[src/rtl/alu_pkg.sv]
// Shared definitions for the nibble-serial 16-bit ALU.
//   - FSM state encoding (IDLE / RUN / DONE)
//   - operation-select constants for s and mode constants for m
//   - nibble width and nibble count
//   - modify_b(): operand-B modifier used by the arithmetic path and by the
//     overflow flag (so both agree on what "effective B" means)
package alu_pkg;

  localparam int NIB_W = 4;
  localparam int NIB_N = 4;

  typedef enum logic [1:0] {
    ST_IDLE = 2'b00,
    ST_RUN  = 2'b01,
    ST_DONE = 2'b10
  } state_t;

  // Mode select
  localparam logic M_ARITH = 1'b0;
  localparam logic M_LOGIC = 1'b1;

  // Arithmetic ops (m = 0)
  localparam logic [1:0] S_ADD   = 2'b00;  // A + B + ci
  localparam logic [1:0] S_INC   = 2'b01;  // A + ci
  localparam logic [1:0] S_SUB   = 2'b10;  // A + ~B + ci
  localparam logic [1:0] S_DEC   = 2'b11;  // A + 0xFFFF + ci

  // Logic ops (m = 1)
  localparam logic [1:0] S_AND   = 2'b00;
  localparam logic [1:0] S_OR    = 2'b01;
  localparam logic [1:0] S_XOR   = 2'b10;
  localparam logic [1:0] S_NOTA  = 2'b11;

  // Effective B nibble seen by the adder for a given arithmetic op.
  function automatic logic [NIB_W-1:0] modify_b(input logic [NIB_W-1:0] b4,
                                                 input logic [1:0]       s);
    logic [NIB_W-1:0] r;
    case (s)
      S_ADD:   r = b4;
      S_INC:   r = '0;
      S_SUB:   r = ~b4;
      default: r = '1;
    endcase
    return r;
  endfunction

endpackage

[src/rtl/alu_nibble_slice.sv]
// Combinational 4-bit ALU slice: operand modify, add, and logic ops.
// Ports:
//   a4, b4 : in  4  operand nibbles
//   s      : in  2  operation select
//   m      : in  1  mode (0 arithmetic, 1 logic)
//   cin    : in  1  carry in (arithmetic only)
//   f4     : out 4  result nibble
//   cout   : out 1  carry out (0 in logic mode)
module alu_nibble_slice
  import alu_pkg::*;
(
  input  logic [NIB_W-1:0] a4,
  input  logic [NIB_W-1:0] b4,
  input  logic [1:0]       s,
  input  logic             m,
  input  logic             cin,
  output logic [NIB_W-1:0] f4,
  output logic             cout
);

  logic [NIB_W:0] sum;

  always_comb begin
    sum  = {1'b0, a4} + {1'b0, modify_b(b4, s)} + {{NIB_W{1'b0}}, cin};
    f4   = '0;
    cout = 1'b0;
    if (m == M_ARITH) begin
      f4   = sum[NIB_W-1:0];
      cout = sum[NIB_W];
    end else begin
      case (s)
        S_AND:   f4 = a4 & b4;
        S_OR:    f4 = a4 | b4;
        S_XOR:   f4 = a4 ^ b4;
        default: f4 = ~a4;
      endcase
    end
  end

endmodule

[src/rtl/nibble_serial_alu16.sv]
// 16-bit ALU that processes one nibble per clock, LSB nibble first, with the
// carry chained between nibbles through a single flop.
// Ports:
//   clk   : in  1   rising-edge clock
//   rst   : in  1   synchronous active-high reset (aborts any operation)
//   start : in  1   request, sampled only in IDLE
//   a, b  : in  16  operands, captured on accepted start
//   s     : in  2   operation select
//   m     : in  1   mode, 0 arithmetic / 1 logic
//   ci    : in  1   carry in
//   busy  : out 1   high while in RUN
//   done  : out 1   one-cycle completion pulse (DONE state)
//   f     : out 16  result
//   co    : out 1   carry out of nibble 3 (arithmetic only)
//   zero  : out 1   f == 0
//   ovf   : out 1   signed overflow (arithmetic only)
module nibble_serial_alu16
  import alu_pkg::*;
(
  input  logic        clk,
  input  logic        rst,
  input  logic        start,
  input  logic [15:0] a,
  input  logic [15:0] b,
  input  logic [1:0]  s,
  input  logic        m,
  input  logic        ci,
  output logic        busy,
  output logic        done,
  output logic [15:0] f,
  output logic        co,
  output logic        zero,
  output logic        ovf
);

  state_t      state_q, state_d;
  logic [1:0]  idx_q, idx_d;
  logic        carry_q, carry_d;
  logic [15:0] a_q, a_d;
  logic [15:0] b_q, b_d;
  logic [1:0]  s_q, s_d;
  logic        m_q, m_d;
  logic [15:0] f_q, f_d;
  logic        co_q, co_d;
  logic        zero_q, zero_d;
  logic        ovf_q, ovf_d;

  // Captured operands split into nibbles so the slice can be fed by index.
  logic [NIB_W-1:0] a_nib [NIB_N];
  logic [NIB_W-1:0] b_nib [NIB_N];

  genvar gi;
  generate
    for (gi = 0; gi < NIB_N; gi++) begin : g_nib
      assign a_nib[gi] = a_q[gi*NIB_W +: NIB_W];
      assign b_nib[gi] = b_q[gi*NIB_W +: NIB_W];
    end
  endgenerate

  logic [NIB_W-1:0] slice_f;
  logic             slice_co;

  alu_nibble_slice u_slice (
    .a4   (a_nib[idx_q]),
    .b4   (b_nib[idx_q]),
    .s    (s_q),
    .m    (m_q),
    .cin  (carry_q),
    .f4   (slice_f),
    .cout (slice_co)
  );

  // Top-nibble effective B, needed for the signed-overflow rule.
  logic [NIB_W-1:0] b_top_eff;
  logic [15:0]      f_full;

  always_comb begin
    state_d   = state_q;
    idx_d     = idx_q;
    carry_d   = carry_q;
    a_d       = a_q;
    b_d       = b_q;
    s_d       = s_q;
    m_d       = m_q;
    f_d       = f_q;
    co_d      = co_q;
    zero_d    = zero_q;
    ovf_d     = ovf_q;
    b_top_eff = modify_b(b_q[15:12], s_q);
    f_full    = {slice_f, f_q[11:0]};

    case (state_q)
      ST_IDLE: begin
        if (start) begin
          a_d     = a;
          b_d     = b;
          s_d     = s;
          m_d     = m;
          idx_d   = 2'd0;
          // Logic mode never propagates carry, so the chain starts at 0.
          carry_d = (m == M_ARITH) ? ci : 1'b0;
          state_d = ST_RUN;
        end
      end

      ST_RUN: begin
        f_d[{idx_q, 2'b00} +: NIB_W] = slice_f;
        carry_d = slice_co;
        idx_d   = idx_q + 2'd1;
        if (idx_q == 2'd3) begin
          // Flags are settled on the same edge the last nibble lands.
          state_d = ST_DONE;
          zero_d  = (f_full == 16'h0000);
          co_d    = (m_q == M_ARITH) ? slice_co : 1'b0;
          ovf_d   = (m_q == M_ARITH) && (b_top_eff[3] == a_q[15]) &&
                    (slice_f[3] != a_q[15]);
        end
      end

      ST_DONE: state_d = ST_IDLE;

      default: state_d = ST_IDLE;
    endcase
  end

  always_ff @(posedge clk) begin
    if (rst) begin
      state_q <= ST_IDLE;
      idx_q   <= 2'd0;
      carry_q <= 1'b0;
      a_q     <= '0;
      b_q     <= '0;
      s_q     <= '0;
      m_q     <= 1'b0;
      f_q     <= '0;
      co_q    <= 1'b0;
      zero_q  <= 1'b1;
      ovf_q   <= 1'b0;
    end else begin
      state_q <= state_d;
      idx_q   <= idx_d;
      carry_q <= carry_d;
      a_q     <= a_d;
      b_q     <= b_d;
      s_q     <= s_d;
      m_q     <= m_d;
      f_q     <= f_d;
      co_q    <= co_d;
      zero_q  <= zero_d;
      ovf_q   <= ovf_d;
    end
  end

  assign busy = (state_q == ST_RUN);
  assign done = (state_q == ST_DONE);
  assign f    = f_q;
  assign co   = co_q;
  assign zero = zero_q;
  assign ovf  = ovf_q;

endmodule

[config.mk]
export PLATFORM = sky130hd
export DESIGN_NAME = nibble_serial_alu16
export DESIGN_NICKNAME = d
export VERILOG_FILES = /design/src/rtl/alu_pkg.sv /design/src/rtl/alu_nibble_slice.sv /design/src/rtl/nibble_serial_alu16.sv
export SDC_FILE = /design/constraint.sdc
export NUM_CORES = 1
export LEC_CHECK = 0
export CORE_MARGIN = 2
export CORE_UTILIZATION = 25
export DETAILED_ROUTE_END_ITERATION = 16
export PLACE_DENSITY = 0.55
export SLEW_MARGIN = 20
export SYNTH_ARGS = -nofsm -noshare
export SYNTH_HDL_FRONTEND = slang
export SYNTH_SLANG_ARGS = --single-unit
export TNS_END_PERCENT = 50
[constraint.sdc]
create_clock -name clk -period 6.6 [get_ports clk]
set_input_delay 1.98 -clock clk [delete_from_list [all_inputs] [get_ports clk]]
set_output_delay 1.98 -clock clk [all_outputs]
set_load 0.03 [all_outputs]
==> reports/results.tsv, run 1 <==
stage	metric	value	unit
logic_synthesis	Post-Synth Simple-Gate Area	22.13	%
drt	total length of routed wires	7658	um
die	# IOs	60	
logic_synthesis	most frequent cell after synthesis	sky130_fd_sc_hd__nand2_1	
clock_tree	hold-fix buffer count after cts	0	
logic_synthesis	fraction of synthesized cell area taken by the top area cell type	38.75	%
sta	count of endpoints failing hold in the final timing report	0	
sta	Fmax	242.1	MHz
die	Die ar.	13090	um2
sta	Worst Tran Pin Value	0.8908	ns
logic_synthesis	most numerous cell types in the synthesized netlist	sky130_fd_sc_hd__nand2_1, sky130_fd_sc_hd__dfxtp_1, sky130_fd_sc_hd__a21oi_1	
clock_tree	Resize count post-CTS	0	
worst_setup_path	Critical Path Slowest Stage Cell	sky130_fd_sc_hd__clkdlybuf4s50_1	
drt	total DRC errors in the routed layout	0	
clock_tree	number of H-tree levels	3	
worst_setup_path	biggest cell delay along the critical path	0.80	ns
logic_synthesis	Yosys top cell by area	sky130_fd_sc_hd__dfxtp_1	
sta	period utilization	62.57	%
drt	DR vias/cell	4.664	
worst_setup_path	critical path endpoint category	output port	
clock_tree	Num CTS Buffers	9	
clock_tree	buffer cell driving the clock tree root	sky130_fd_sc_hd__clkbuf_16	
placed_design	number of buffers added on ports	59	
global_route	largest net degree at the start of global routing	60	
logic_synthesis	compound-gate portion of the synthesized area	17.24	%
die	width of the die	114.4	um
logic_synthesis	share of flip-flops with an asynchronous set or reset after synthesis	0	%
global_route	global router's overall resource usage	12.31	%
clock_tree	CTS clk-pin slew, worst paths	0.05	ns
logic_synthesis	per-instance average area after synthesis	8.373	um2
logic_synthesis	post-synthesis instance total	364	
logic_synthesis	post-synth net total	422	
final_layout	share of post-route cells with drive strength above 1	7.399	%
drt	count of vias placed by the detailed router	2640	
sta	unrepaired setup endpoints after global routing	no	
logic_synthesis	#FFs+latches synth	59	
die	Placeable Area	11960	um2
worst_setup_path	arrival time worst endpoint	2.15	ns
final_layout	diode count	0	
logic_synthesis	flip-flop cell with the highest count after synthesis	sky130_fd_sc_hd__dfxtp_1	
logic_synthesis	xor and xnor area share after synthesis	1.724	%
worst_setup_path	worst path buffer plus inverter count	1	
die	effective utilization at floorplan	25.48	%
die	die outline height	114.4	um
worst_setup_path	critical setup path kind	flip-flop to output port	
clock_tree	number of clock sinks	59	
sta	relative slew slack	40.53	%
final_layout	layout overhead on the synthesized area	33.66	%
drt	Avg WL per Cell	13.53	um
drt	first-pass iteration count of the detailed router	4	
clock_tree	clock tree from TritonCTS	built	
placed_design	routability congestion estimate	0.8030	
power_and_ir_drop	VDD IR max	118.9	uV
clock_tree	clk buf depth	2	
worst_setup_path	Crit path max-delay family	buffers and inverters	
worst_setup_path	Worst Setup Start Kind	flip-flop	
power_and_ir_drop	power density over cell area	267.5	nW/um2
clock_tree	number of setup buffers added after CTS	0	
global_route	first-pass GRT wire length	12590	um
status	status	completed	
sta	total negative slack for setup checks	0	ns
worst_hold_path	type of the tightest min-delay check	flip-flop to flip-flop	
die	placement row count	40	
drt	number of design-rule violations left by the first detailed-router iteration	151	
power_and_ir_drop	reported leakage power	1.503	nW
job	number of maximum-capacitance violations	0	
sta	Setup Skew	0.009741	ns
logic_synthesis	sequential share of the synthesized area	38.75	%
logic_synthesis	count of distinct cell types in the synthesized netlist	47	
drt	number of nets with antenna violations after detailed routing	0	
global_route	vias in the first global route	2610	
clock_tree	Clk Latency, worst-skew pair	0.33	ns
logic_synthesis	most area-consuming cells after synthesis	sky130_fd_sc_hd__dfxtp_1, sky130_fd_sc_hd__nand2_1, sky130_fd_sc_hd__a21oi_1	
final_layout	number of nets in the layout	472	
worst_setup_path	worst-path maximum fanout	10	
global_route	number of antenna violations at the first check in global routing	0	
logic_synthesis	combinational family with the most area after synthesis	simple AND/OR/NAND/NOR gates	
logic_synthesis	number of synthesized flops with an enable pin	0	
sta	setup violators final	0	
placed_design	estimated wirelength of the detail-placed design	5439	um
logic_synthesis	adder-cell area share of the yosys netlist	8.292	%
sta	worst hold margin	0.4520	ns
sta	number of slew-limit violations in the final report	0	
logic_synthesis	combined area of all synthesized cells	3048	um2
worst_setup_path	ordered cell list for the critical path	nor2b_1 > clkdlybuf4s50_1	
logic_synthesis	warning count from the yosys run	0	
worst_setup_path	required time at the endpoint of the critical path	4.62	ns
logic_synthesis	post-synthesis mux area share	5.788	%
sta	post-route minimum period	4.130	ns
global_route	sum of overflow across all layers after global routing	0	
-- layout make-up --
cell class                 instances  area, um2
multi-input combinational        269       1688
clock buffer                      12      246.5
tap                              147      183.9
fill                            1246       7888
clock inverter                     4      97.59
inverter                          13      48.80
sequential                        59       1181
timing repair buffer              62      628.1
-- worst min-delay path, delay by kind of cell (launching register included) --
kind | cells | cell delay (ns)
simple gates | 1 | 0.05
compound gates | 1 | 0.05
flops | 1 | 0.30
-- per-stage QoR --
stage               instance area (um2)  instances  setup WS [ns]  util, %  total power [mW]
global route                       4074        566          2.399    34.06             1.139
finish                             4074        566          2.470    34.06             1.090
floorplan                          3048        364          3.576        -            0.5002
global placement                   3701        549          2.774    30.94            0.5524
CTS                                4045        565          2.465    33.82             1.101
detailed placement                 3701        549          2.735    30.94            0.5563
-- per-layer routing --
| layer | routed length (um) | GRT usage (%) | share of wire (%) |
|---|---|---|---|
| met3 | 231 | 2.965 | 3.0 |
| met4 | 141 | 5.122 | 1.8 |
| met2 | 3551 | 19.64 | 46 |
| met5 | 0 | 0 | 0 |
| met1 | 3734 | 15.91 | 49 |
-- path summary, 6_finish.rpt --
check	from	to	slack [ns]	depth (start not counted)
worst min register to register	b_q[0]	b_q[0]	0.45	2
worst max register to register	idx_q[1]	zero	2.97	10
worst max-delay path	state_q[0]	busy	2.47	2
worst min-delay path	b_q[0]	b_q[0]	0.45	2
-- sequential cells by signal, indices dropped and copies added, names as in the netlist --
register	flops
s_q	2
b_q	16
f	16
ovf	1
zero	1
idx_q	2
co	1
m_q	1
state_q	2
a_q	16
carry_q	1
-- cells in the final DEF, fill, tap and decap left out, types with 2 or more instances in the layout --
master,instances
sky130_fd_sc_hd__mux4_2,4
sky130_fd_sc_hd__o221ai_1,3
sky130_fd_sc_hd__clkbuf_1,2
sky130_fd_sc_hd__nor2_1,20
sky130_fd_sc_hd__nor2b_1,7
sky130_fd_sc_hd__xnor2_1,6
sky130_fd_sc_hd__nor3_1,2
sky130_fd_sc_hd__nor4_1,5
sky130_fd_sc_hd__clkdlybuf4s50_1,58
sky130_fd_sc_hd__nand2b_1,7
sky130_fd_sc_hd__a22oi_1,12
sky130_fd_sc_hd__nand3_1,2
sky130_fd_sc_hd__nor4b_2,3
sky130_fd_sc_hd__fa_1,2
sky130_fd_sc_hd__nand2_1,91
sky130_fd_sc_hd__clkbuf_16,9
sky130_fd_sc_hd__buf_4,2
sky130_fd_sc_hd__bufinv_16,3
sky130_fd_sc_hd__a21oi_1,48
sky130_fd_sc_hd__a211o_1,2
sky130_fd_sc_hd__mux2i_1,6
sky130_fd_sc_hd__o21ai_0,8
sky130_fd_sc_hd__o2bb2ai_1,2
sky130_fd_sc_hd__dfxtp_1,59
sky130_fd_sc_hd__ha_1,17
sky130_fd_sc_hd__inv_1,13
sky130_fd_sc_hd__o32ai_1,2
-- where the power goes --
group	total (mW)	switching (mW)	internal (mW)
sequential	0.387	0.0144	0.373
combinational	0.163	0.0909	0.0722
clock	0.539	0.160	0.379
-- kinds of logic after synthesis --
family	count (synthesis)
AO/OA/AOI/OAI	85
XOR/XNOR	6
adder cells (fa/ha/maj)	19
buffers and inverters	36
flip-flops	59
multiplexers	12
AND/OR/NAND/NOR	147
Power figures use the tool's default switching activity.
==> run 2: changes to the inputs <==
Settings changed: PLACE_DENSITY 0.55 to 0.56.
Clock period 6.6 ns to 3.4 ns, I/O delays scaled along.
==> run 2 against run 1 <==
Effect of this change:
- setup slack lost 2.1 ns
- utilization unchanged
- non-clock buffer count increased by 5
- power grew 88%
- die area did not move
==> reports/results.tsv, run 2 (synthesis gave the netlist of run 1 again) <==
stage	metric	value	unit
status	status	completed	
drt	DR vias/cell	4.709	
power_and_ir_drop	power density over cell area	502.1	nW/um2
sta	post-route worst setup slack	0.3448	ns
clock_tree	Resize count post-CTS	0	
clock_tree	Clk Latency, worst-skew pair	0.33	ns
drt	total DRC errors in the routed layout	0	
clock_tree	number of H-tree levels	3	
worst_setup_path	required time at the endpoint of the critical path	3.67	ns
worst_setup_path	critical setup path kind	flip-flop to flip-flop	
final_layout	layout overhead on the synthesized area	33.66	%
final_layout	diode count	0	
worst_setup_path	Worst Setup Start Kind	flip-flop	
job	number of maximum-capacitance violations	0	
final_layout	share of post-route cells with drive strength above 1	8.726	%
clock_tree	buffer cell driving the clock tree root	sky130_fd_sc_hd__clkbuf_16	
placed_design	Place WS	0.3643	ns
clock_tree	hold-fix buffer count after cts	0	
drt	number of nets with antenna violations after detailed routing	0	
worst_setup_path	r2r setup slk	0.34	ns
sta	count of endpoints failing hold in the final timing report	0	
worst_setup_path	ordered cell list for the critical path	mux4_2 > nand2b_1 > xnor2_1 > fa_1 > fa_1 > xnor2_1 > nor2_1 > a31o_1 > nor4_1 > a221o_1	
sta	total negative slack for setup checks	0	ns
global_route	largest net degree at the start of global routing	37	
worst_setup_path	biggest cell delay along the critical path	0.54	ns
die	# IOs	60	
final_layout	post-route insts no fill	571	
final_layout	number of nets in the layout	477	
worst_setup_path	Critical Path Slowest Stage Cell	sky130_fd_sc_hd__mux4_2	
placed_design	routability congestion estimate	0.8468	
clock_tree	clock tree from TritonCTS	built	
global_route	first-pass GRT wire length	12830	um
drt	first-pass iteration count of the detailed router	4	
drt	Avg WL per Cell	13.56	um
die	Placeable Area	11960	um2
final_layout	most used cells in the layout excluding fill and tap cells	sky130_fd_sc_hd__nand2_1, sky130_fd_sc_hd__dfxtp_1, sky130_fd_sc_hd__clkdlybuf4s50_1	
worst_setup_path	cell depth of the worst flop-to-flop path	10	
worst_hold_path	Worst Hold Launch	b_q[12]	
global_route	number of antenna violations at the first check in global routing	0	
die	placement row count	40	
final_layout	most common cell after layout, fill and taps aside	sky130_fd_sc_hd__nand2_1	
drt	total length of routed wires	7743	um
die	width of the die	114.4	um
die	die outline height	114.4	um
clock_tree	number of clock sinks	59	
sta	number of slew-limit violations in the final report	0	
global_route	vias in the first global route	2644	
power_and_ir_drop	Overall Power	2.045	mW
sta	Setup Skew	0.007808	ns
power_and_ir_drop	VDD IR max	251.1	uV
sta	post-route minimum period	3.055	ns
sta	setup violators final	0	
worst_setup_path	worst-path maximum fanout	5	
sta	unrepaired setup endpoints after global routing	no	
drt	number of design-rule violations left by the first detailed-router iteration	137	
clock_tree	clk buf depth	2	
worst_setup_path	terminus of the critical flop-to-flop path	zero	
worst_hold_path	type of the tightest min-delay check	flip-flop to flip-flop	
global_route	global router's overall resource usage	12.38	%
placed_design	number of buffers added on ports	59	
clock_tree	number of setup buffers added after CTS	0	
worst_setup_path	R2R Path Start	idx_q[0]	
drt	count of vias placed by the detailed router	2689	
global_route	sum of overflow across all layers after global routing	0	
sta	relative slew slack	57.49	%
sta	Worst Tran Pin Value	0.6318	ns
placed_design	estimated wirelength of the detail-placed design	5864	um
clock_tree	Num CTS Buffers	9	
placed_design	placed cell count	555	
worst_setup_path	arrival time worst endpoint	3.33	ns
worst_hold_path	Hold Path Depth	2	
worst_hold_path	Endpoint, Worst Hold	b_q[12]	
clock_tree	CTS clk-pin slew, worst paths	0.06	ns
die	Die ar.	13090	um2
power_and_ir_drop	reported leakage power	1.512	nW
sta	period utilization	89.86	%
worst_setup_path	critical path endpoint category	flip-flop	
sta	Fmax	327.3	MHz
die	effective utilization at floorplan	25.48	%
## run 2: changes by cell type in the layout (fill, tap and decap cells not counted), sizes merged
cell / delta
buf: +5
bufinv: -1
clkbuf: -2
clkinv: +2
clkinvlp: +1
## run 2: how the worst max path moves through the flow
stage	startpoint	endpoint	slack [ns]	cells past startpoint
floorplan	idx_q[0]	zero	0.44	11
global placement	idx_q[0]	ovf	0.44	10
detailed placement	idx_q[0]	ovf	0.36	10
CTS	idx_q[0]	ovf	0.36	10
global route	idx_q[0]	zero	0.09	10
finish	idx_q[0]	zero	0.34	10
## run 2: worst max-delay path, delay by kind of cell, from the launching register on
kind / cells / cell delay (ns)
AO/OA/AOI/OAI: 2 / 0.44
XOR/XNOR: 2 / 0.29
adder cells (fa/ha/maj): 2 / 0.91
flip-flops: 1 / 0.34
multiplexers: 1 / 0.54
AND/OR/NAND/NOR: 3 / 0.48
## run 2: area by class of cell
| type | count | area (um2) |
|---|---|---|
| Clock inverter | 6 | 88.84 |
| Timing Repair Buffer | 67 | 645.6 |
| Inverter | 13 | 48.80 |
| Clock buffer | 10 | 239.0 |
| Fill cell | 1226 | 7888 |
| Tap cell | 147 | 183.9 |
| Sequential cell | 59 | 1181 |
| Multi-Input combinational cell | 269 | 1687 |
## run 2: metal layers
layer / wire length, um / vias up / track usage, %
met2: 3681 / 54 / 20.24
met4: 189 / 0 / 5.528
li1: - / 1361 / -
met5: 0 / - / 0
met3: 323 / 14 / 2.859
met1: 3549 / 1260 / 15.54
## run 2: through the flow
step | util, % | area [um2] | hold WS [ns]
after floorplan | - | 3048 | 0.4329
after CTS | 34.06 | 4074 | 0.4549
after global placement | 31.32 | 3746 | 0.4461
final | 34.06 | 4074 | 0.4504
after global routing | 34.06 | 4074 | 0.4612
after detailed placement | 31.32 | 3746 | 0.4462
## run 2: power by group
group          switching, mW  internal [mW]
clock network          0.316          0.660
registers             0.0252          0.724
logic                  0.178          0.142
